File: config.mk
export PLATFORM = sky130hd
export DESIGN_NAME = sha2_sigma_unit
export DESIGN_NICKNAME = d
export VERILOG_FILES = /design/src/rtl/sha2_sigma_unit.sv
export SDC_FILE = /design/constraint.sdc
export NUM_CORES = 1
export LEC_CHECK = 0
export CAP_MARGIN = 10
export CORE_MARGIN = 2
export CORE_UTILIZATION = 48
export CTS_BUF_LIST = sky130_fd_sc_hd__clkbuf_16
export DETAILED_ROUTE_END_ITERATION = 8
export GPL_TIMING_DRIVEN = 0
export PLACE_DENSITY = 0.91
export SKIP_CTS_REPAIR_TIMING = 1
export SYNTH_ARGS = -nofsm -noshare
export SYNTH_HDL_FRONTEND = slang
export SYNTH_SLANG_ARGS = --single-unit
File: constraint.sdc
create_clock -name clk -period 2.2 [get_ports clk]
set_clock_uncertainty 0.2 [all_clocks]
set_input_delay 0.44 -clock clk [delete_from_list [all_inputs] [get_ports clk]]
set_output_delay 0.44 -clock clk [all_outputs]
set_load 0.02 [all_outputs]
File: src/rtl/sha2_sigma_unit.sv
// SHA-2 sigma CFU: sig0/sig1/Sum0/Sum1 for SHA-256 (WIDTH=32) or SHA-512 (WIDTH=64) behind a
// stallable valid/ready pipeline. Optional macro SHA2_SIGMA_SCHED_EN enables func 4 (schedule word).
module sha2_sigma_unit #(
  parameter int WIDTH       = 32,
  parameter int PIPE_STAGES = 1,
  parameter int ID_W        = 4
) (
  input  logic             clk,
  input  logic             rst,
  input  logic             req_valid,
  output logic             req_ready,
  input  logic [2:0]       req_func,
  input  logic [ID_W-1:0]  req_id,
  input  logic [WIDTH-1:0] req_data0,
  input  logic [WIDTH-1:0] req_data1,
  input  logic [WIDTH-1:0] req_data2,
  input  logic [WIDTH-1:0] req_data3,
  output logic             resp_valid,
  input  logic             resp_ready,
  output logic [WIDTH-1:0] resp_data,
  output logic [ID_W-1:0]  resp_id
);

  localparam bit W64  = (WIDTH == 64);
  localparam int LAST = PIPE_STAGES - 1;

  if (!(WIDTH == 32 || WIDTH == 64)) begin : g_bad_width
    $error("sha2_sigma_unit: WIDTH must be 32 or 64");
  end
  if (PIPE_STAGES < 1 || PIPE_STAGES > 3) begin : g_bad_depth
    $error("sha2_sigma_unit: PIPE_STAGES must be 1..3");
  end

  function automatic logic [WIDTH-1:0] ror(input logic [WIDTH-1:0] x, input int n);
    ror = (x >> n) | (x << (WIDTH - n));
  endfunction

  function automatic logic [WIDTH-1:0] small_sig0(input logic [WIDTH-1:0] x);
    small_sig0 = ror(x, W64 ? 1 : 7) ^ ror(x, W64 ? 8 : 18) ^ (x >> (W64 ? 7 : 3));
  endfunction

  function automatic logic [WIDTH-1:0] small_sig1(input logic [WIDTH-1:0] x);
    small_sig1 = ror(x, W64 ? 19 : 17) ^ ror(x, W64 ? 61 : 19) ^ (x >> (W64 ? 6 : 10));
  endfunction

  function automatic logic [WIDTH-1:0] big_sum0(input logic [WIDTH-1:0] x);
    big_sum0 = ror(x, W64 ? 28 : 2) ^ ror(x, W64 ? 34 : 13) ^ ror(x, W64 ? 39 : 22);
  endfunction

  function automatic logic [WIDTH-1:0] big_sum1(input logic [WIDTH-1:0] x);
    big_sum1 = ror(x, W64 ? 14 : 6) ^ ror(x, W64 ? 18 : 11) ^ ror(x, W64 ? 41 : 25);
  endfunction

`ifdef SHA2_SIGMA_SCHED_EN
  // 3:2 compressor returning {carry, sum}; the carry's top bit is dropped (mod 2^WIDTH)
  function automatic logic [2*WIDTH-1:0] csa(input logic [WIDTH-1:0] a, input logic [WIDTH-1:0] b,
                                            input logic [WIDTH-1:0] c);
    csa = {((a & b) | (a & c) | (b & c)) << 1, a ^ b ^ c};
  endfunction

  logic [WIDTH-1:0] sig1_term_s, sig0_term_s, csa1_s_s, csa1_c_s, csa2_s_s, csa2_c_s, sched_s;

  assign sig1_term_s            = small_sig1(req_data0);
  assign sig0_term_s            = small_sig0(req_data2);
  assign {csa1_c_s, csa1_s_s}   = csa(sig1_term_s, req_data1, sig0_term_s);
  assign {csa2_c_s, csa2_s_s}   = csa(csa1_s_s, csa1_c_s, req_data3);
  assign sched_s                = csa2_s_s + csa2_c_s;
`else
  logic unused_sched_s;
  assign unused_sched_s = ^{req_data1, req_data2, req_data3};
`endif

  logic [WIDTH-1:0]       result_s;
  logic [PIPE_STAGES-1:0] load_s;
  logic [PIPE_STAGES-1:0] valid_q, valid_d;
  logic [WIDTH-1:0]       data_q [PIPE_STAGES];
  logic [WIDTH-1:0]       data_d [PIPE_STAGES];
  logic [ID_W-1:0]        id_q   [PIPE_STAGES];
  logic [ID_W-1:0]        id_d   [PIPE_STAGES];

  always_comb begin
    result_s = {WIDTH{1'b0}};
    case (req_func)
      3'd0: result_s = small_sig0(req_data0);
      3'd1: result_s = small_sig1(req_data0);
      3'd2: result_s = big_sum0(req_data0);
      3'd3: result_s = big_sum1(req_data0);
`ifdef SHA2_SIGMA_SCHED_EN
      3'd4: result_s = sched_s;
`endif
      default: result_s = {WIDTH{1'b0}};
    endcase
  end

  // A stage may load when empty or when its contents leave this edge; evaluated back to front.
  always_comb begin
    load_s       = {PIPE_STAGES{1'b0}};
    load_s[LAST] = !valid_q[LAST] || resp_ready;
    for (int k = LAST - 1; k >= 0; k--) begin
      load_s[k] = !valid_q[k] || load_s[k + 1];
    end
  end

  always_comb begin
    valid_d = valid_q;
    for (int k = 0; k < PIPE_STAGES; k++) begin
      data_d[k] = data_q[k];
      id_d[k]   = id_q[k];
    end
    if (load_s[0]) begin
      valid_d[0] = req_valid;
      if (req_valid) begin
        data_d[0] = result_s;
        id_d[0]   = req_id;
      end else begin
        data_d[0] = data_q[0];
      end
    end else begin
      valid_d[0] = valid_q[0];
    end
    for (int k = 1; k < PIPE_STAGES; k++) begin
      if (load_s[k]) begin
        valid_d[k] = valid_q[k - 1];
        if (valid_q[k - 1]) begin
          data_d[k] = data_q[k - 1];
          id_d[k]   = id_q[k - 1];
        end else begin
          data_d[k] = data_q[k];
        end
      end else begin
        valid_d[k] = valid_q[k];
      end
    end
  end

  always_ff @(posedge clk or posedge rst) begin
    if (rst) begin
      valid_q <= {PIPE_STAGES{1'b0}};
      for (int k = 0; k < PIPE_STAGES; k++) begin
        data_q[k] <= {WIDTH{1'b0}};
        id_q[k]   <= {ID_W{1'b0}};
      end
    end else begin
      valid_q <= valid_d;
      for (int k = 0; k < PIPE_STAGES; k++) begin
        data_q[k] <= data_d[k];
        id_q[k]   <= id_d[k];
      end
    end
  end

  assign req_ready  = load_s[0];
  assign resp_valid = valid_q[LAST];
  assign resp_data  = data_q[LAST];
  assign resp_id    = id_q[LAST];

endmodule

# Word-level counts from Yosys, hierarchy flattened
# Index checks and enable logic that the tools add are counted.
# totals
mem_bits_rw	0
wordCells	29
output_inout_bits	38
in_bits	139
latchBits	0
reg_bits	37
romBits	0
mem_count	0
# classes
n_eq_ne	3
magnitude_cmp	0
div_mod_pow	0
bitwise_logic	18
reduce_logical	4
add_sub_neg	0
muxes	1
shift	0
multipliers	0
# ops
cell	count
$xor 32x32->32	6
$pmux 32 s4	1
$or 10x32->32	1
$or 13x32->32	1
$or 14x32->32	1
$or 15x32->32	1
$or 19x32->32	1
$or 21x32->32	1
$or 25x32->32	1
$or 26x32->32	1
$or 30x32->32	1
$or 7x32->32	1
$xor 32x22->32	1
$xor 32x29->32	1
$eq 3x2->1 const B	2
$eq 3x1->1 const B	1
$logic_not 3->1	1
$reduce_and 2->1	1
$logic_not 1->1	1
$logic_or 1x1->1	1

# Logic depth before layout (Yosys ltp)
# Gate-level depths: netlist (run 1).
# logic_depth
depth_word	4
mapped_depth	6
mapped_depth_nobuf	4

# Least setup slack after synthesis (run 1)
# No wires, ideal clock.
# synth_timing
kind	in2reg
startpoint	input resp_ready
endpoint	register id_q (netlist bit resp_id[0])
n_path_buf	1
setup_slack_ns	0.332
path_stages	4
setup_ns	0.125
t_required_ns	1.875
arrival_time_ns	1.544
path_cell_list	nand2b_1 > nand2_1 > buf_2 > mux2_2
# synth_via
elab_chain_len	2
# synth_lines
item	line_no	text
start, declared	19	input logic resp_ready,
$logic_or 1x1->1	98	load_s[LAST] = !valid_q[LAST] || resp_ready;
$reduce_and 2->1 (no line)	-	
end signal, assigned by index	141	id_q[k] <= {ID_W{1'b0}};
end signal, assigned by index	147	id_q[k] <= id_d[k];
end, declared	78	logic [ID_W-1:0] id_q [PIPE_STAGES];
# No other way between the ends.
# A chain may end at the register's enable or synchronous reset.

# Worst setup path in the final report (run 1)
# layout_timing
startpoint	input req_data0[19]
endpoint	register data_q (netlist bit resp_data[12])
# layout_via
elab_chain_len	4
# layout_lines
item	line_no	text
start, declared	14	input logic [WIDTH-1:0] req_data0,
$or 25x32->32	35	ror = (x >> n) | (x << (WIDTH - n));
$xor 32x32->32	39	small_sig0 = ror(x, W64 ? 1 : 7) ^ ror(x, W64 ? 8 : 18) ^ (x >> (W64 ? 7 : 3));
$xor 32x29->32	39	
$pmux 32 s4	83	case (req_func)
end signal, assigned by index	140	data_q[k] <= {WIDTH{1'b0}};
end signal, assigned by index	146	data_q[k] <= data_d[k];
end, declared	76	logic [WIDTH-1:0] data_q [PIPE_STAGES];
# No other way between the ends.

==> impl_metrics.toml, run 1 <==
[status]
status = "completed"

[final_layout]
antenna_cells = 0
fin_util_pct = 61.5
area_growth_pct = 24.6
drive_gt1_share_pct = 15.0
nets = 617

[timing]
fin_crit_ps = 2180
tightestPinTransition_ps = 794
min_period_over_period_pct = 99.3
slew_headroom_pct = 47.0
rsz0062_at_grt = "false"
setup_violations = 0
max_clock_freq_mhz = 458
slew_viol_final = 0
hold_viol_final = 0

[job]
cap_viol_max_count = 0

[power_and_ir_drop]
power_leakage_nw = 2.33
p_per_area_nw_per_um2 = 521
totalPowerFinal_mw = 2.80
ir_drop_mv = 0.304

[synth]
ys_seq_area_share_pct = 21.5
synth_seq_cells = 37
avgSynthCellArea_um2 = 10.5
ys_top_cells_by_count = "xnor2_1 (116), xnor3_1 (47), buf_2 (38)"
syn-num-nets = 548
netlist.area_leader.share_pct = 24.6
synth.cell_area_um2 = 4300
synth-edff-count = 0
synth-main-ff-cell = "dfrtp_1"
synth_async_sr_flop_share_pct = 100
synth.area.top_cells = "xnor3_1 (25%), xnor2_1 (24%), dfrtp_1 (22%), a221oi_1 (4.9%), buf_2 (4.4%)"
synth.most_common_cell = "xnor2_1"
yosysTopAreaCell = "xnor3_1"
syn_inst = 409
ys_types = 31
yosysWarnings = 0

[setup_path]
cp-start-kind = "input port"
crit_fanout = 10
cp-end-kind = "register"
required_ps = 2140
reg2reg_depth = 4
rr_endpoint = "resp_id[0]"
arrival_ps = 2130
r2r_setup_slack_ps = 460
timing.rr.start = "resp_valid"
critical_path_class = "input port to register"

[min_path]
hold_depth = 2
hold_end = "resp_data[18]"
min_from = "resp_data[18]"
hold_path.class = "register to register"

[floorplanning]
io_pins = 177
coreArea_um2 = 8720
die_y_um = 98.7
die_area_um2 = 9730
initial_core_util_pct = 49.3
die_w_um = 98.7
row_count = 34

[cts]
h-tree-depth = 2
cts.clk_slew.worst_paths_ps = 60
clock_latency_ps = 270
cts_sinks = 37
cts-root-buf = "clkbuf_16"
cts.path.max_buffers = 2
cts_tree = "built"
cts-buffers-inserted = 5

[route]
remaining_drc_errors = 0
drt_iter0_drc = 560
drtAntennaViolNets = 0
via_per_inst = 6.20
drt_wl_total_um = 13100
dr.pass1.iters = 6
wire_per_inst_um = 22.4
vias = 3641

[placed_design]
portBuffers = 61
dp_hpwl_um = 9640
globalplace.congestion = 0.975

[grt]
grt_pass1_vias = 3658
grt_remaining_overflow = 0
grt_usage_pct = 27.0
antenna_found_initial = 0
grt_start_max_net_pins = 20
grt_pass1_wl_um = 20300
## critical path, stage by stage
cell and delay (ps):
clkdlybuf4s50_1 550, buf_2 340, xnor2_1 140, xnor2_1 140
a221oi_1 420, o21ai_1 90
## flip-flops by register name (all words and copies together) (netlist names)
| register | flops |
|---|---|
| resp_data | 32 |
| resp_id | 4 |
| resp_valid | 1 |
## report_power, final
group	total [mW]	leakage, nW	switching [mW]	internal, mW
clock network	0.663	0.0748	0.252	0.410
logic	1.34	1.77	0.652	0.686
registers	0.794	0.490	0.0410	0.753
total	2.80	2.33	0.946	1.85
## layout by cell type, fill, tap and decap left out, types with 2 or more instances in the layout
cell / netlist / routed
mux2_2: 4 / 4
buf_2: 38 / 22
o21ai_1: 20 / 20
xnor2_1: 116 / 113
clkbuf_1: 7 / 6
a221oi_1: 24 / 18
nand2b_1: 2 / 2
dfrtp_1: 37 / 37
nand2_1: 34 / 34
mux2i_1: 2 / 2
xnor2_2: 0 / 3
o21ai_0: 3 / 3
clkdlybuf4s50_1: 0 / 57
clkbuf_4: 0 / 14
o221ai_1: 3 / 3
clkinv_2: 0 / 2
buf_6: 2 / 2
o22ai_1: 24 / 21
xor2_1: 11 / 11
clkbuf_16: 0 / 5
inv_1: 2 / 3
xnor3_1: 47 / 47
a221oi_2: 0 / 6
dlymetal6s2s_1: 0 / 4
o22ai_2: 0 / 3
buf_4: 3 / 5
a22oi_1: 10 / 10
a222oi_1: 6 / 6
a21oi_1: 3 / 3
## kinds of logic (layout without fill, tap and decap cells)
| logic type | after synthesis | count (layout) | synth area share [%] |
|---|---|---|---|
| AO/OA/AOI/OAI | 94 | 94 | 15.3 |
| XOR/XNOR | 174 | 174 | 50.5 |
| buffers and inverters | 53 | 123 | 6.34 |
| flip-flops | 37 | 37 | 21.5 |
| multiplexers | 6 | 6 | 1.51 |
| AND/OR/NAND/NOR | 45 | 45 | 4.83 |
## layer usage
| metal | up-vias | global-route usage (%) | part of all wire (%) |
|---|---|---|---|
| met5 | - | 0 | 0 |
| met4 | 0 | 10.2 | 2.0 |
| met3 | 31 | 5.46 | 11 |
| met2 | 259 | 44.0 | 47 |
| met1 | 1763 | 35.7 | 40 |
| li1 | 1588 | - | - |
## final cells by class
class                      instances  area (µm²)
buffer                            51         307
clock buffer                       5         125
sequential                        37         926
tap                              108         135
clock inverter                     3        13.8
multi-input combinational        319        3200
fill                             677        3360
timing repair buffer              62         648
inverter                           2        7.51
## worst max-delay path by stage
stage	startpoint	endpoint	slack, ps
3_5_place_dp	req_func[2]	resp_data[2]	-350
2_1_floorplan	resp_ready	resp_id[0]	330
5_1_grt	req_data0[20]	resp_data[2]	5
3_3_place_gp	req_data0[14]	resp_data[7]	-290
6_report	req_data0[19]	resp_data[12]	20
4_1_cts	resp_ready	req_ready	-150
## per-stage QoR
| stage | std cells | cell area, µm² | TNS, ps | setup WS (ps) | hold WS, ps |
|---|---|---|---|---|---|
| after floorplan | 409 | 4300 | 0 | 332 | 348 |
| after global placement | 578 | 5050 | -7120 | -286 | 262 |
| after detailed placement | 579 | 5070 | -8750 | -352 | 276 |
| after CTS | 587 | 5210 | -414 | -146 | 288 |
| after global routing | 587 | 5360 | 0 | 5.41 | 315 |
| final | 587 | 5360 | 0 | 16.3 | 281 |
No activity file was read; power rests on OpenSTA's default activity.
==> run 2: changes to the inputs <==
--- a/config.mk
+++ b/config.mk
@@ -16,3 +16,4 @@
 export SYNTH_ARGS = -nofsm -noshare
 export SYNTH_HDL_FRONTEND = slang
 export SYNTH_SLANG_ARGS = --single-unit
+export TNS_END_PERCENT = 1
==> impl_metrics.toml, run 2 (synthesis gave the netlist of run 1 again) <==
[status]
status = "finished with violations"
violations = "negative setup slack"

[route]
drt_iter0_drc = 485
wl_met1_um = 5280
dr_wl_met3_um = 1360
top_layer = "met4"
met2_length_um = 6240
dr.pass1.iters = 5
wire_per_inst_um = 22.5
via_per_inst = 6.13
vias = 3596
remaining_drc_errors = 0
drtAntennaViolNets = 0
drt_wl_total_um = 13200

[power_and_ir_drop]
ir_drop_mv = 0.307
power_leakage_nw = 2.28
p_per_area_nw_per_um2 = 527
totalPowerFinal_mw = 2.78

[timing]
tightestPinTransition_ps = 803
slew_headroom_pct = 46.4
setup_violations = 7
max_clock_freq_mhz = 445
rsz0062_at_grt = "true"
slew_viol_final = 0
fin_crit_ps = 2250
hold_viol_final = 0
min_period_over_period_pct = 102
layout_setup_ws_ps = -46.6
fin_tns_setup_ps = -173

[final_layout]
largest_reg_flops = 32
drive_gt1_share_pct = 14.0
nets = 617
final_cell_mix = "xnor2_1 (115), clkdlybuf4s50_1 (60), xnor3_1 (47)"
final.fill_count = 693
final_common_cell = "xnor2_1"
regArea_um2 = 926
antenna_cells = 0
area_growth_pct = 22.9
multi_input_area_um2 = 3150

[setup_path]
cp-start-kind = "input port"
arrival_ps = 2190
crit_fanout = 10
timing.rr.start = "resp_valid"
worst_path_max_delay_cell = "clkdlybuf4s50_1"
cp-end-kind = "register"
path_cells = "clkdlybuf4s50_1 -> nand3b_1 -> buf_2 -> o22ai_1 -> a221oi_1 -> o21ai_1"
rr_endpoint = "resp_id[0]"
critical_path.max_stage_delay_ps = 600
r2r_setup_slack_ps = 470
required_ps = 2150
critical_path_class = "input port to register"
reg2reg_depth = 4

[min_path]
hold_path.class = "register to register"
hold_end = "resp_data[18]"
min_from = "resp_data[18]"
hold_depth = 2

[grt]
grt_usage_pct = 27.0
grt_pass1_vias = 3658
grt_start_max_net_pins = 20
grt_pass1_wl_um = 20300
antenna_found_initial = 0
grt_remaining_overflow = 0

[placed_design]
dp_hpwl_um = 9640
globalplace.congestion = 0.975
portBuffers = 61
dp_slack_ps = -352

[cts]
h-tree-depth = 2
cts-root-buf = "clkbuf_16"
cts_sinks = 37
cts.clk_slew.worst_paths_ps = 60
cts-buffers-inserted = 5
cts_tree = "built"
clock_latency_ps = 270
cts.path.max_buffers = 2

[floorplanning]
die_area_um2 = 9730
coreArea_um2 = 8720
row_count = 34
initial_core_util_pct = 49.3
die_w_um = 98.7
io_pins = 177
die_y_um = 98.7

[job]
cap_viol_max_count = 0
## run 2: changes by cell type in the layout (fill, tap and decap cells not counted), sizes merged
cell,delta
buf,+7
clkbuf,-7
clkdlybuf4s50,+3
dlymetal6s2s,-3
## run 2: stage by stage
step	util [%]	cells	instance area, µm²	hold WS, ps
2_1_floorplan	-	409	4300	348
3_3_place_gp	57.9	578	5050	262
3_5_place_dp	58.2	579	5070	276
4_1_cts	59.8	587	5210	288
5_1_grt	60.6	587	5290	315
6_report	60.6	587	5290	282
## run 2: cell type report
| cell class | count | area share [%] |
|---|---|---|
| flip-flops and latches | 37 | 17.5 |
| multi-input cells | 319 | 59.6 |
| plain buffers | 51 | 5.40 |
| inverters | 2 | 0.142 |
| well taps | 108 | 2.56 |
| clock buffers | 5 | 2.37 |
| repair buffers | 62 | 12.1 |
| clock inverters | 3 | 0.260 |
## run 2: how the worst max path moves through the flow
stage / start / end / slack (ps)
5_1_grt: req_func[2] / resp_data[18] / -120
3_5_place_dp: req_func[2] / resp_data[2] / -350
3_3_place_gp: req_data0[14] / resp_data[7] / -290
4_1_cts: resp_ready / req_ready / -150
6_report: req_func[2] / resp_data[21] / -50
2_1_floorplan: resp_ready / resp_id[0] / 330
## run 2: worst max-delay path: cells and delay by family
kind / cells / cell delay (ps)
buf+inv: 2 / 860
compound gates: 3 / 610
simple gates: 1 / 260
## run 2: power breakdown
| part | internal (mW) | switching (mW) | total [mW] | leakage [nW] |
|---|---|---|---|---|
| sequential | 0.753 | 0.0405 | 0.793 | 0.490 |
| combinational | 0.677 | 0.648 | 1.33 | 1.72 |
| clock | 0.411 | 0.254 | 0.665 | 0.0748 |
| total | 1.84 | 0.943 | 2.78 | 2.28 |
## run 2: metal layers
metal | vias up | global-route usage, %
met5 | - | 0
met4 | 0 | 10.2
met3 | 36 | 5.46
met2 | 231 | 44.0
met1 | 1750 | 35.7
li1 | 1579 | -
==> run 3: changes to the inputs <==
--- a/config.mk
+++ b/config.mk
@@ -13,6 +13,7 @@
 export GPL_TIMING_DRIVEN = 0
 export PLACE_DENSITY = 0.91
 export SKIP_CTS_REPAIR_TIMING = 1
+export SLEW_MARGIN = 20
 export SYNTH_ARGS = -nofsm -noshare
 export SYNTH_HDL_FRONTEND = slang
 export SYNTH_SLANG_ARGS = --single-unit
==> impl_metrics.toml, run 3 (synthesis gave the netlist of run 1 again) <==
[status]
status = "finished with violations"
violations = "negative setup slack"

[min_path]
hold_path.class = "register to register"
hold_end = "resp_data[18]"
min_from = "resp_data[18]"
hold_depth = 2

[floorplanning]
coreArea_um2 = 8720
die_w_um = 98.7
die_y_um = 98.7
io_pins = 177
die_area_um2 = 9730
initial_core_util_pct = 49.3
row_count = 34

[placed_design]
dp_hpwl_um = 9600
placed_area_um2 = 5050
globalplace.congestion = 0.975
portBuffers = 61

[route]
via_per_inst = 6.23
remaining_drc_errors = 0
drtAntennaViolNets = 0
drt_iter0_drc = 474
drt_wl_total_um = 13400
dr.pass1.iters = 8
vias = 3649
wire_per_inst_um = 22.8

[cts]
cts_sinks = 37
cts-root-buf = "clkbuf_16"
cts.path.max_buffers = 2
cts.clk_slew.worst_paths_ps = 60
h-tree-depth = 2
cts_tree = "built"
cts-buffers-inserted = 5
clock_latency_ps = 270

[setup_path]
timing.rr.start = "resp_valid"
rr_endpoint = "resp_id[0]"
reg2reg_depth = 4
cp-start-kind = "input port"
crit_fanout = 10
arrival_ps = 2210
cp-end-kind = "register"
required_ps = 2160
r2r_setup_slack_ps = 450
critical_path_class = "input port to register"

[grt]
grt_remaining_overflow = 0
grt_pass1_wl_um = 20300
grt_start_max_net_pins = 38
grt_usage_pct = 27.2
antenna_found_initial = 0
grt_pass1_vias = 3637

[final_layout]
drive_gt1_share_pct = 13.8
final_cell_mix = "xnor2_1 (113), clkdlybuf4s50_1 (59), xnor3_1 (47)"
final_common_cell = "xnor2_1"
antenna_cells = 0
design_area_um2 = 5280
fin_util_pct = 60.5
area_growth_pct = 22.7
largest_reg_flops = 32
nets = 616

[timing]
hold_viol_final = 0
slew_viol_final = 0
max_clock_freq_mhz = 444
slew_headroom_pct = 50.3
tightestPinTransition_ps = 744
layout_setup_ws_ps = -54.2
rsz0062_at_grt = "true"
setup_violations = 10
min_period_over_period_pct = 102
fin_crit_ps = 2250

[job]
cap_viol_max_count = 0

[power_and_ir_drop]
power_leakage_nw = 2.29
ir_drop_mv = 0.347
p_per_area_nw_per_um2 = 530
==> run 3: cell count changes in the layout (fill, tap and decap cells not counted), moves of 2 or more <==
cell,previous run,this run
a221oi_1,18,20
xnor2_2,1,3
buf_2,31,25
xnor2_1,115,113
clkbuf_4,7,13
a221oi_2,6,4
==> run 3: worst max-delay path by stage <==
stage,cells after the start,start,slack (ps),end
3_3_place_gp,6,req_data0[14],-290,resp_data[7]
5_1_grt,5,req_func[1],-180,resp_data[18]
3_5_place_dp,6,req_func[2],-370,resp_data[2]
6_report,6,req_func[2],-50,resp_data[21]
2_1_floorplan,4,resp_ready,330,resp_id[0]
4_1_cts,3,resp_ready,-160,req_ready
==> run 3: final cells by class <==
class                           count  area, µm²
Tap cell                          108        135
Buffer                             51        299
Clock buffer                        5        125
Inverter                            2       7.51
Multi-Input combinational cell    319       3160
Timing Repair Buffer               61        616
Clock inverter                      3       13.8
Fill cell                         710       3440
Sequential cell                    37        926
==> run 3: metrics by stage <==
| stage | worst slack, ps | hold slack (ps) | std cells | power [mW] | setup TNS, ps |
|---|---|---|---|---|---|
| floorplan | 332 | 348 | 409 | 1.70 | 0 |
| global placement | -286 | 262 | 578 | 2.05 | -7120 |
| detailed placement | -370 | 277 | 578 | 2.08 | -8600 |
| CTS | -159 | 288 | 586 | 2.76 | -347 |
| global route | -182 | 315 | 586 | 2.90 | -1860 |
| finish | -54.2 | 281 | 586 | 2.80 | -259 |
==> run 3: where the power goes <==
part / switching, mW / internal (mW)
Combinational: 0.651 / 0.675
Clock: 0.267 / 0.411
Sequential: 0.0415 / 0.753
Total: 0.960 / 1.84
==> run 3: critical path: stages <==
cell and delay, ps:
clkdlybuf4s50_1 610, nand3b_1 270, clkbuf_4 260, o22ai_1 170, a221oi_1 360, o21ai_1 100
==> run 3: routing by layer <==
layer / up-vias / global-route usage, % / wire (µm)
met5: - / 0 / 0
met4: 0 / 8.64 / 379
met3: 42 / 5.25 / 1400
met2: 240 / 45.3 / 6270
met1: 1781 / 36.0 / 5310
li1: 1586 / - / -
